`src/rtl/stack_ctrl_param_pkg.sv`:
```
// Shared definitions for the parametrised LIFO stack controller:
// default geometry, pointer-width derivation and stack operation decode.
package stack_ctrl_param_pkg;

    localparam int DEF_DATA_WIDTH = 8;
    localparam int DEF_DEPTH      = 8;

    typedef enum logic [1:0] {
        OP_NONE = 2'd0,
        OP_PUSH = 2'd1,
        OP_POP  = 2'd2,
        OP_REPL = 2'd3
    } stack_op_e;

    // Occupancy runs 0..DEPTH inclusive, so it needs one more code than the address.
    function automatic int ptr_width(input int depth);
        return $clog2(depth + 1);
    endfunction

    function automatic int addr_width(input int depth);
        return (depth > 1) ? $clog2(depth) : 1;
    endfunction

    // Flush masks everything. A push+pop on an empty stack degrades to a plain
    // push, and a push+pop on a full stack is a replace, never an overflow.
    function automatic stack_op_e decode_op(
        input logic flush,
        input logic push,
        input logic pop,
        input logic full,
        input logic empty
    );
        stack_op_e op;
        op = OP_NONE;
        if (flush) begin
            op = OP_NONE;
        end else if (push && pop && !empty) begin
            op = OP_REPL;
        end else if (push && !full) begin
            op = OP_PUSH;
        end else if (pop && !push && !empty) begin
            op = OP_POP;
        end
        return op;
    endfunction

endpackage

```
`src/rtl/stack_ctrl_param_ram.sv`:
```
// Simple dual-port stack RAM: synchronous write port, registered read port.
// Read-first on address collision; read data holds while no read is issued.
module stack_ctrl_param_ram #(
    parameter int DATA_WIDTH = 8,
    parameter int DEPTH      = 8,
    parameter int ADDR_W     = 3
) (
    input  logic                  i_clk,
    input  logic                  i_rst_n,
    input  logic                  i_we,
    input  logic [ADDR_W-1:0]     i_waddr,
    input  logic [DATA_WIDTH-1:0] i_wdata,
    input  logic                  i_re,
    input  logic [ADDR_W-1:0]     i_raddr,
    output logic [DATA_WIDTH-1:0] o_rdata
);

    logic [DATA_WIDTH-1:0] r_mem [DEPTH];
    logic [DATA_WIDTH-1:0] r_rdata;

    // Storage is deliberately left out of reset.
    always_ff @(posedge i_clk) begin
        if (i_we) begin
            r_mem[i_waddr] <= i_wdata;
        end
    end

    always_ff @(posedge i_clk or negedge i_rst_n) begin
        if (!i_rst_n) begin
            r_rdata <= '0;
        end else if (i_re) begin
            r_rdata <= r_mem[i_raddr];
        end
    end

    assign o_rdata = r_rdata;

endmodule

```
`src/rtl/stack_ctrl_param.sv`:
```
// Parametrised LIFO stack controller: push, pop, replace-top, flush, sticky errors.
// Pop data is registered (one clock to dout_valid); status flags decode sp directly.
module stack_ctrl_param
    import stack_ctrl_param_pkg::*;
#(
    parameter int DATA_WIDTH = DEF_DATA_WIDTH,
    parameter int DEPTH      = DEF_DEPTH,
    parameter int AF_LEVEL   = DEPTH - 1,
    parameter int PTR_W      = ptr_width(DEPTH)
) (
    input  logic                  i_clk,
    input  logic                  i_rst_n,
    input  logic [DATA_WIDTH-1:0] i_din,
    input  logic                  i_push,
    input  logic                  i_pop,
    input  logic                  i_flush,
    input  logic                  i_clr_err,
    output logic [DATA_WIDTH-1:0] o_dout,
    output logic                  o_dout_valid,
    output logic                  o_push_ack,
    output logic                  o_pop_ack,
    output logic                  o_full,
    output logic                  o_empty,
    output logic                  o_almost_full,
    output logic [PTR_W-1:0]      o_count,
    output logic                  o_overflow,
    output logic                  o_underflow
);

    localparam int               ADDR_W  = addr_width(DEPTH);
    localparam logic [PTR_W-1:0] SP_FULL = PTR_W'(DEPTH);
    localparam logic [PTR_W-1:0] AF_THR  = PTR_W'(AF_LEVEL);
    localparam logic [PTR_W-1:0] SP_ONE  = PTR_W'(1);

    logic [PTR_W-1:0]      r_sp;
    logic                  r_dout_vld;
    logic                  r_push_ack;
    logic                  r_pop_ack;
    logic                  r_overflow;
    logic                  r_underflow;

    logic                  w_full;
    logic                  w_empty;
    stack_op_e             w_op;
    logic                  w_ovf_evt;
    logic                  w_udf_evt;
    logic                  w_we;
    logic                  w_re;
    logic [ADDR_W-1:0]     w_top_addr;
    logic [ADDR_W-1:0]     w_push_addr;
    logic [ADDR_W-1:0]     w_waddr;
    logic [DATA_WIDTH-1:0] w_rdata;

    assign w_full  = (r_sp == SP_FULL);
    assign w_empty = (r_sp == '0);

    assign w_op = decode_op(i_flush, i_push, i_pop, w_full, w_empty);

    // Replace on a full stack is legal, so only a lone push can overflow.
    assign w_ovf_evt = !i_flush && i_push && !i_pop && w_full;
    assign w_udf_evt = !i_flush && i_pop && w_empty;

    assign w_top_addr  = ADDR_W'(r_sp - SP_ONE);
    assign w_push_addr = ADDR_W'(r_sp);

    assign w_we    = (w_op == OP_PUSH) || (w_op == OP_REPL);
    assign w_re    = (w_op == OP_POP)  || (w_op == OP_REPL);
    assign w_waddr = (w_op == OP_PUSH) ? w_push_addr : w_top_addr;

    stack_ctrl_param_ram #(
        .DATA_WIDTH (DATA_WIDTH),
        .DEPTH      (DEPTH),
        .ADDR_W     (ADDR_W)
    ) u_ram (
        .i_clk   (i_clk),
        .i_rst_n (i_rst_n),
        .i_we    (w_we),
        .i_waddr (w_waddr),
        .i_wdata (i_din),
        .i_re    (w_re),
        .i_raddr (w_top_addr),
        .o_rdata (w_rdata)
    );

    always_ff @(posedge i_clk or negedge i_rst_n) begin
        if (!i_rst_n) begin
            r_sp <= '0;
        end else if (i_flush) begin
            r_sp <= '0;
        end else begin
            case (w_op)
                OP_PUSH: r_sp <= r_sp + SP_ONE;
                OP_POP:  r_sp <= r_sp - SP_ONE;
                default: r_sp <= r_sp;
            endcase
        end
    end

    always_ff @(posedge i_clk or negedge i_rst_n) begin
        if (!i_rst_n) begin
            r_dout_vld <= 1'b0;
            r_push_ack <= 1'b0;
            r_pop_ack  <= 1'b0;
        end else begin
            r_dout_vld <= w_re;
            r_push_ack <= w_we;
            r_pop_ack  <= w_re;
        end
    end

    // A fresh error in the clearing cycle keeps the flag set.
    always_ff @(posedge i_clk or negedge i_rst_n) begin
        if (!i_rst_n) begin
            r_overflow  <= 1'b0;
            r_underflow <= 1'b0;
        end else begin
            r_overflow  <= w_ovf_evt || (r_overflow  && !i_clr_err);
            r_underflow <= w_udf_evt || (r_underflow && !i_clr_err);
        end
    end

    assign o_dout        = w_rdata;
    assign o_dout_valid  = r_dout_vld;
    assign o_push_ack    = r_push_ack;
    assign o_pop_ack     = r_pop_ack;
    assign o_full        = w_full;
    assign o_empty       = w_empty;
    assign o_almost_full = (r_sp >= AF_THR);
    assign o_count       = r_sp;
    assign o_overflow    = r_overflow;
    assign o_underflow   = r_underflow;

endmodule

```
`config.mk`:
```
export PLATFORM = sky130hd
export DESIGN_NAME = stack_ctrl_param
export DESIGN_NICKNAME = d
export VERILOG_FILES = /design/src/rtl/stack_ctrl_param_pkg.sv /design/src/rtl/stack_ctrl_param_ram.sv /design/src/rtl/stack_ctrl_param.sv
export SDC_FILE = /design/constraint.sdc
export NUM_CORES = 1
export LEC_CHECK = 0
export BUFFER_PORTS_ARGS = -buffer_cell sky130_fd_sc_hd__buf_4
export CORE_MARGIN = 2
export CORE_UTILIZATION = 50
export CTS_CLUSTER_DIAMETER = 80
export DETAILED_ROUTE_END_ITERATION = 6
export PLACE_DENSITY = 0.78
export SETUP_SLACK_MARGIN = 0.4
export SYNTH_ARGS = -nofsm -noshare
export SYNTH_HDL_FRONTEND = slang
export SYNTH_SLANG_ARGS = --single-unit
```
`constraint.sdc`:
```
create_clock -name i_clk -period 4.1 [get_ports i_clk]
set_input_delay 0.82 -clock i_clk [delete_from_list [all_inputs] [get_ports i_clk]]
set_output_delay 0.82 -clock i_clk [all_outputs]
set_load 0.005 [all_outputs]
```
Word-level counts from Yosys, hierarchy flattened
Memories as Yosys holds them, arrays and structs flattened. A register that Yosys moved wholly into a read port is not among the register bits.
Cells that the tools add are included.
- register bits: 8
- bits in writable memories: 64
- output and inout bits: 20
- logic and storage cells: 47
- memories kept: 1
- memory list (memory ; words ; width ; rd ports ; clocked after Yosys merged registers in ; wr ports ; RTL line ; RTL):
    u_ram.r_mem ; 8 ; 8 ; 1 ; 1 ; 1 ; stack_ctrl_param_ram.sv:18 ; logic [DATA_WIDTH-1:0] r_mem [DEPTH];
- add/sub/neg operators: 2
- $lt $le $gt $ge: 1
- eq/ne operators: 4
- muxes and demuxes: 9
- reductions and logical operators: 25
- operator list (cell ; number):
    1-bit logical AND ; 12
    2-bit two-way mux ; 4
    4-bit one-hot mux with 2 select lines ; 1
    1-bit zero test ; 7
    4-bit by 1-bit adder with 4-bit output (second input constant) ; 1
    2-bit == test (second input constant) ; 2
    4-bit == test (second input constant) ; 1
    4-bit by 3-bit greater-or-equal comparator with 1-bit output (second input constant) ; 1
    4-bit zero test ; 1
    1-bit logical OR ; 4
    4-bit two-way mux ; 1
    4-bit by 1-bit subtractor with 4-bit output (second input constant) ; 1
    3-bit two-way mux ; 1
    3-bit nonzero test ; 1
    2-bit by 1-bit == test with 1-bit output (second input constant) ; 1
    1-bit two-way mux ; 2

Logic depth before layout (Yosys ltp)
Gate-level depths: netlist of the first run.
- depth after elaboration: 11
- depth in mapped cells: 9
- gate-level depth less buffers: 7

Hierarchy
A second synthesis of the first run with hierarchy kept.
- cell total of the unflattened synthesis: 222
- area, all modules: 3398.3 sq um
- modules (own cells, without submodules) (module ; instances ; cells an instance ; area an instance (sq um) ; seq. area each (sq um)):
    stack_ctrl_param_ram ; 1 ; 169 ; 2861.5 ; 2122.0
    stack_ctrl_param ; 1 ; 53 ; 536.8 ; 200.2

Worst setup path before layout of the first run
Ideal clock, no wire load.
- path kind: register to register
- from: reg r_sp[0], in the netlist o_count[0]
- to: mem u_ram.r_mem[1][0], enable pin
- arrival time: 2.433 ns
- setup slack: 1.296 ns
- stages on the path, launching flop included: 10
- path buffers: 2
- clock period less this slack: 2.804 ns
- path through: dfrtp_1 buf_4 clkbuf_1 inv_1 ha_1 nand3b_1 inv_1 a211oi_4 mux2i_1 nor2_1
- RTL lines (element ; RTL line ; RTL):
    start: declaration ; stack_ctrl_param.sv:35 ; logic [PTR_W-1:0] r_sp;
    start signal: assignment ; stack_ctrl_param.sv:92 ; OP_PUSH: r_sp <= r_sp + SP_ONE;
    start signal: assignment ; stack_ctrl_param.sv:93 ; OP_POP: r_sp <= r_sp - SP_ONE;
    start signal: assignment ; stack_ctrl_param.sv:94 ; default: r_sp <= r_sp;
    4-bit == test * ; stack_ctrl_param.sv:54 ; assign w_full = (r_sp == SP_FULL);
    named net o_full ; stack_ctrl_param.sv:22 ; output logic o_full,
    1-bit zero test * ; stack_ctrl_param_pkg.sv:39 ; end else if (push && !full) begin
    1-bit logical AND * ; stack_ctrl_param_pkg.sv:39 ;
    2-bit two-way mux * ; stack_ctrl_param_pkg.sv:39 ;
    2-bit two-way mux * ; stack_ctrl_param_pkg.sv:37 ; end else if (push && pop && !empty) begin
    2-bit two-way mux * ; stack_ctrl_param_pkg.sv:35 ; if (flush) begin
    2-bit by 1-bit == test with 1-bit output / 2-bit == test (equally long branches) ; stack_ctrl_param.sv:66, stack_ctrl_param.sv:68 ;
    1-bit logical OR ; stack_ctrl_param.sv:66 ; assign w_we = (w_op == OP_PUSH) || (w_op == OP_REPL);
    1-bit two-way mux ; stack_ctrl_param_ram.sv:23 ; if (i_we) begin
    1-bit two-way mux (implied by the code) ; stack_ctrl_param_ram.sv:24 ; r_mem[i_waddr] <= i_wdata;
    end: declaration ; stack_ctrl_param_ram.sv:18 ;
The timed path passes the listed nets; every way through them passes the cells marked *.

Worst setup path in the final report of the first run
- from: reg r_sp[1], in the netlist o_count[1]
- to: mem u_ram.r_mem[2][6], enable pin
- word-level cells in the longest chain between the ends: 11
- ends and longest elaborated chain (element ; RTL line ; RTL):
    4-bit zero test ; stack_ctrl_param.sv:55 ; assign w_empty = (r_sp == '0);
    1-bit zero test ; stack_ctrl_param_pkg.sv:37, stack_ctrl_param_pkg.sv:41 ;
    1-bit logical AND ; stack_ctrl_param_pkg.sv:41 ; end else if (pop && !push && !empty) begin
    2-bit two-way mux ; stack_ctrl_param_pkg.sv:41 ;
    2-bit two-way mux ; stack_ctrl_param_pkg.sv:39 ;
    2-bit two-way mux ; stack_ctrl_param_pkg.sv:37 ;
    2-bit two-way mux ; stack_ctrl_param_pkg.sv:35 ;
    2-bit by 1-bit == test with 1-bit output / 2-bit == test (equally long branches) ; stack_ctrl_param.sv:66, stack_ctrl_param.sv:68 ;
    1-bit logical OR ; stack_ctrl_param.sv:66 ;
    1-bit two-way mux ; stack_ctrl_param_ram.sv:23 ;
    1-bit two-way mux (implied by the code) ; stack_ctrl_param_ram.sv:24 ;
Several ways; a longest one is shown, not always the timed one.

==> reports/metrics.yaml, run 1 <==
rsz0062_at_grt: "no"
cp_data_required_time_ps: 4090
ctsResizeCount: 0
async_reset_ff_share_pct: 20.0
ys_seq_area_share_pct: 70.2
die_area_mm2: 0.00728
drc_errors: 0
synthCells: 193
finalSetupTns_ps: 0
rows: 29
dr.pass1.iters: 4
final.setup_skew_ps: 4.69
stdcell_area_mm2: 0.00382
path_clk_slew_ps: 80
max_cap_viol_count: 0
synthToLayoutAreaGrowth_pct: 15.5
crit_top_cell: "inv_1"
rr_worst_depth: 7
yosysUniqueCellTypes: 33
arrival_ps: 2890
synth_nets: 209
slew_headroom_pct: 43.7
synth_area_mm2: 0.00331
synth_xor_area_share_pct: 0.492
cts_setup_buffers: 0
fmax_mhz: 345
finalCritPeriodShare_pct: 70.7
place_inst: 296
antenna_found_initial: 0
synthSimpleGateAreaFrac_pct: 6.28
synthAdderAreaFrac_pct: 0.756
dieWidth_um: 85.3
worst_slew_pin_slew_ps: 844
r2r_setup_slack_ps: 1200
power_leakage_nw: 1.39
hp-class: "input pin to asynchronous set/reset pin"
grt_usage_pct: 19.6
total_power_w: 0.00240
grt_pass1_wl_um: 10300
synth_area_leaders: "edfxtp_1 58%, dfrtp_1 12%, mux4_2 11%"
status: "finished clean"
layoutNonFillerInstCount: 312
synth_top_cell_area_share_pct: 58.1
finalSetupViolCount: 0
cts-root-buf: "clkbuf_8"
cts_max_level: 3
critPathMaxStageDelay_ps: 580
pin_count: 34
hold_viol: 0
grt_pass1_vias: 1806
critical_path_class: "flop to flop"
cp-start-kind: "flop"
timing.hold.ws_ps: 311
post_dp_cell_area_mm2: 0.00362
layout_commonest_cell: "edfxtp_1"
clk_latency_ps: 350
fillCellCount: 477
diodes: 0
die_h_um: 85.3
grt_overflow_total: 0
synth_compound_area_share_pct: 5.22
routedWlPerCell_um: 20.7
endpoint_kind: "flop"
worstPathMaxFanout: 8
drt-initial-drc-count: 149
via_per_inst: 5.87
ant_nets: 0
synth_top_family_by_area: "multiplexers"
coreArea_mm2: 0.00639
yosys_warnings: 0
grt_max_degree: 27
period_needed_ps: 2900
nets: 246
totalWireLength_um: 6450
cts_buffers: 9
synth_mux_area_share_pct: 15.1
synth_edf_count: 64
critPathTopFamily: "simple AND/OR/NAND/NOR gates"
avgSynthCellArea_um2: 17.1
port-buffer-count: 33
power_density_mw_per_mm2: 628
place_hpwl_um: 4470
cts_num_sinks: 80
cp_slowest_cell: "nor2_1"
final_cell_mix: "64 x edfxtp_1, 34 x buf_4, 22 x nor2_1"
cts_hold_buf: 0
place.gp.congestion: 0.885
r2r-end: "u_ram.r_mem[2][6]"
slew_viol_final: 0
cp_num_buf_inv: 2
start_util_pct: 51.8
num_vias: 1830
yosys.area.top_type: "edfxtp_1"
peakVddDrop_v: 0.000416
cts.path.max_buffers: 2
yosys_register_bits: 80
reg2reg_from: "o_count[1]"
cts_tree: "done"
path_depth: 7
synth_ff_type: "edfxtp_1"
drive_gt1_share_pct: 30.2
crit_chain: "inv_1 -> ha_1 -> nand3b_1 -> inv_1 -> a211oi_4 -> mux2i_1 -> nor2_1"
[state kept, by name, summed over array words and instances (netlist names)]
register	flops
o_count	4
o_overflow	1
o_pop_ack	1
o_push_ack	1
o_underflow	1
u_ram.o_rdata	8
u_ram.r_mem	64
[metrics by stage]
stage | utilization, % | setup slack [ps]
6_report | 59.8 | 1200
5_1_grt | 59.8 | 1030
4_1_cts | 59.8 | 1220
3_5_place_dp | 56.7 | 1250
3_3_place_gp | 56.7 | 1450
2_1_floorplan | - | 1300
[synthesized netlist by cell type (2+ instances only)]
cell type   n
nor2b_1     2
clkbuf_1    3
o32ai_1     2
edfxtp_1   64
o21ai_0     2
ha_1        2
and2_1      2
mux4_2     16
o21a_1      2
mux2i_1    14
buf_4       2
a21oi_1    11
nand2b_1    5
dfrtp_1    16
buf_2       3
nor3_1      3
inv_1       6
nor2_1     22
a211oi_1    2
[area by class of cell]
class,count,area [um^2],share of cell area [%]
repair buffers,34,255,6.68
clock buffers,9,124,3.24
flip-flops and latches,80,2320,60.8
multi-input cells,99,922,24.1
well taps,77,96.3,2.52
clock inverters,7,77.6,2.03
inverters,6,22.5,0.590
[power by group]
| group | internal, W | switching (W) | total (W) |
|---|---|---|---|
| clock network | 0.000287 | 0.000294 | 0.000581 |
| registers | 0.000981 | 0.0000630 | 0.00104 |
| logic | 0.000371 | 0.000404 | 0.000775 |
[cells by family after synthesis]
logic type	after synthesis
AOI/OAI and AO/OA	24
xor gates and xnor gates	1
adders and majority gates	2
buffers and inverters	14
DFF	80
muxes	30
and+or+nand+nor	42
[how the worst max path moves through the flow]
stage / from / slack, ps / to
floorplan: o_count[0] / 1300 / u_ram.r_mem[1][0]
global placement: o_count[1] / 1450 / u_ram.r_mem[6][0]
detailed placement: o_count[1] / 1250 / u_ram.r_mem[2][1]
CTS: o_count[1] / 1220 / u_ram.r_mem[0][4]
global route: o_count[1] / 1030 / u_ram.r_mem[3][6]
finish: o_count[1] / 1200 / u_ram.r_mem[2][6]
[layer usage]
| layer | global-route usage, % | routed length (um) | up-vias |
|---|---|---|---|
| li1 | - | - | 819 |
| met1 | 28.1 | 2760 | 906 |
| met2 | 27.9 | 2930 | 91 |
| met3 | 5.64 | 600 | 14 |
| met4 | 9.38 | 148 | 0 |
| met5 | 0 | 0 | - |
Power figures use the tool's default switching activity.
==> run 2: changes to the inputs <==
- PLACE_DENSITY: 0.78 -> 0.81
- clock period: 4.1 -> 2.3 ns (I/O delays scaled with it)
==> run 2 against run 1 <==
Effect of this change:
- combinational power increased by 140%
- sequential share of layout area decreased by 5.4 points
- register-to-register slack got worse by 900 ps
- routed wire length increased by 5.6%
- clock skew increased by 2.0 ps
- first-iteration DRC count decreased by 4.0%
- largest cell class unchanged
==> reports/metrics.yaml, run 2 (synthesis gave the netlist of run 1 again) <==
status: "finished clean"
coreArea_mm2: 0.00639  # unchanged
finalSetupViolCount: 0  # unchanged
power.share.clock_pct: 19.2  # -5.0 points
hold_viol: 0  # unchanged
cts_tree: "done"
total_power_w: 0.00461  # +92%
via_per_inst: 5.78  # -1.5%
totalWireLength_um: 6810  # +5.6%
arrival_ps: 2020  # -870 ps
power_leakage_nw: 1.52  # +9.2%
fmax_mhz: 501  # +45%
nets: 270  # +9.8%
finalSetupTns_ps: 0  # unchanged
worst_slew_pin_slew_ps: 546  # -298 ps
grt_overflow_total: 0  # unchanged
reg2reg_from: "o_count[0]"
clk_latency_ps: 350  # about the same
switching_share_pct: 32.7  # +1.0 points
ant_nets: 0  # unchanged
dieWidth_um: 85.3  # unchanged
cts_buffers: 9  # unchanged
worstPathMaxFanout: 8  # unchanged
num_vias: 1941  # +6.1%
rows: 29  # unchanged
r2r-end: "u_ram.r_mem[0][5]"
r2r_setup_slack_ps: 300  # -900 ps
start_util_pct: 51.8  # unchanged
place.gp.congestion: 0.837  # -5.4%
cp-start-kind: "flop"
dr.pass1.iters: 5  # +1
die_h_um: 85.3  # unchanged
max_cap_viol_count: 0  # unchanged
seqCellArea_mm2: 0.00232  # about the same
slew_viol_final: 0  # unchanged
synthToLayoutAreaGrowth_pct: 26.7
final_cell_mix: "64 x edfxtp_1, 47 x buf_4, 16 x mux4_2"
multiInputGateArea_mm2: 0.00107  # +16%
layout_commonest_cell: "edfxtp_1"
p_int_w: 0.00310  # +89%
min_from: "i_clr_err"
grt_max_degree: 23  # -15%
combPwrFrac_pct: 41.0  # +8.7 points
pin_count: 34  # unchanged
path_clk_slew_ps: 80  # about the same
rsz0062_at_grt: "yes"
hold_depth: 2
fillCellCount: 444  # -6.9%
routedWlPerCell_um: 20.3  # -1.9%
cts_max_level: 3  # unchanged
peakVddDrop_v: 0.000673  # +62%
largest-register: "u_ram.r_mem"
drt-initial-drc-count: 143  # -4.0%
endpoint_kind: "flop"
period_needed_ps: 2000  # -903 ps
min_to: "o_overflow"
finalCritPeriodShare_pct: 86.8  # +16 points
port-buffer-count: 33  # unchanged
grt_usage_pct: 19.8  # +0.16 points
antenna_found_initial: 0  # unchanged
cts-root-buf: "clkbuf_8"
final.setup_skew_ps: 6.70  # +2.01 ps
critical_path_class: "flop to flop"
die_area_mm2: 0.00728  # unchanged
cts.path.max_buffers: 2  # unchanged
cp_data_required_time_ps: 2330  # -1760 ps
rr_worst_depth: 8  # +1
drive_gt1_share_pct: 44.0  # +14 points
place_hpwl_um: 4160  # -6.9%
drc_errors: 0  # unchanged
pwr-share-seq_pct: 39.7  # -3.8 points
p_sw_w: 0.00151  # +98%
grt_pass1_wl_um: 10300  # +0.60%
power_density_mw_per_mm2: 1100  # +75%
diodes: 0  # unchanged
largest_reg_flops: 64  # unchanged
slew_headroom_pct: 63.6  # +20 points
grt_pass1_vias: 1950  # +8.0%
cts_num_sinks: 80  # unchanged
hp-class: "input pin to flop"
[run 2: per-stage QoR]
step	std cells	worst slack, ps	util (%)	cell area, um^2	hold slack (ps)
after floorplan	193	9.10	-	3380	164
after global placement	306	161	58.8	3750	328
after detailed placement	306	27.3	58.8	3750	331
after CTS	334	357	65.2	4160	284
after global routing	336	262	65.7	4190	295
final	336	305	65.7	4190	307
[run 2: how the worst max path moves through the flow]
stage / from / end / slack, ps / cells after the start
floorplan: o_count[0] / u_ram.r_mem[4][0] / 9 / 9
global placement: o_count[1] / u_ram.r_mem[5][0] / 160 / 6
detailed placement: o_count[1] / u_ram.r_mem[5][2] / 30 / 6
CTS: o_count[0] / u_ram.r_mem[0][5] / 360 / 8
global route: o_count[0] / u_ram.r_mem[3][5] / 260 / 9
finish: o_count[0] / u_ram.r_mem[0][5] / 300 / 8
[run 2: repair_timing]
item | CTS | global route
endpoints found under the hold margin | 16 | 0
setup endpoints to repair | 66 | 70
gates resized for setup | 25 | 2
pin swaps | 6 | 3
hold buffers | 1 | 0
setup buffers | 10 | 2
gates cloned | 1 | 0
[run 2: cell type report]
class / instances / share of cell area [%]
Sequential cell: 80 / 55.4
Multi-Input combinational cell: 99 / 25.5
Timing Repair Buffer: 58 / 12.3
Clock buffer: 11 / 3.13
Tap cell: 77 / 2.30
Clock inverter: 5 / 0.806
Inverter: 6 / 0.597
[run 2: per-layer routing]
layer  global-route usage, %  share of wire [%]
met1                    25.4                 42
met2                    32.3                 51
met3                    5.93                5.5
met4                    6.93                1.4
met5                       0                  0
[run 2: critical path, cell delays in order, from the launching register on]
cell	delay (ps)
dfrtp_2	450
inv_4	80
ha_4	190
nand3b_1	140
inv_2	130
a211oi_4	40
buf_6	150
mux2i_4	210
nor2_4	280
[run 2: power by group through the flow]
stage	combinational (W)	clock, W	sequential [W]
floorplan	0.00103	0	0.00187
global placement	0.00156	0	0.00185
detailed placement	0.00158	0	0.00186
CTS	0.00181	0.000900	0.00183
global route	0.00200	0.000976	0.00185
finish	0.00189	0.000886	0.00183
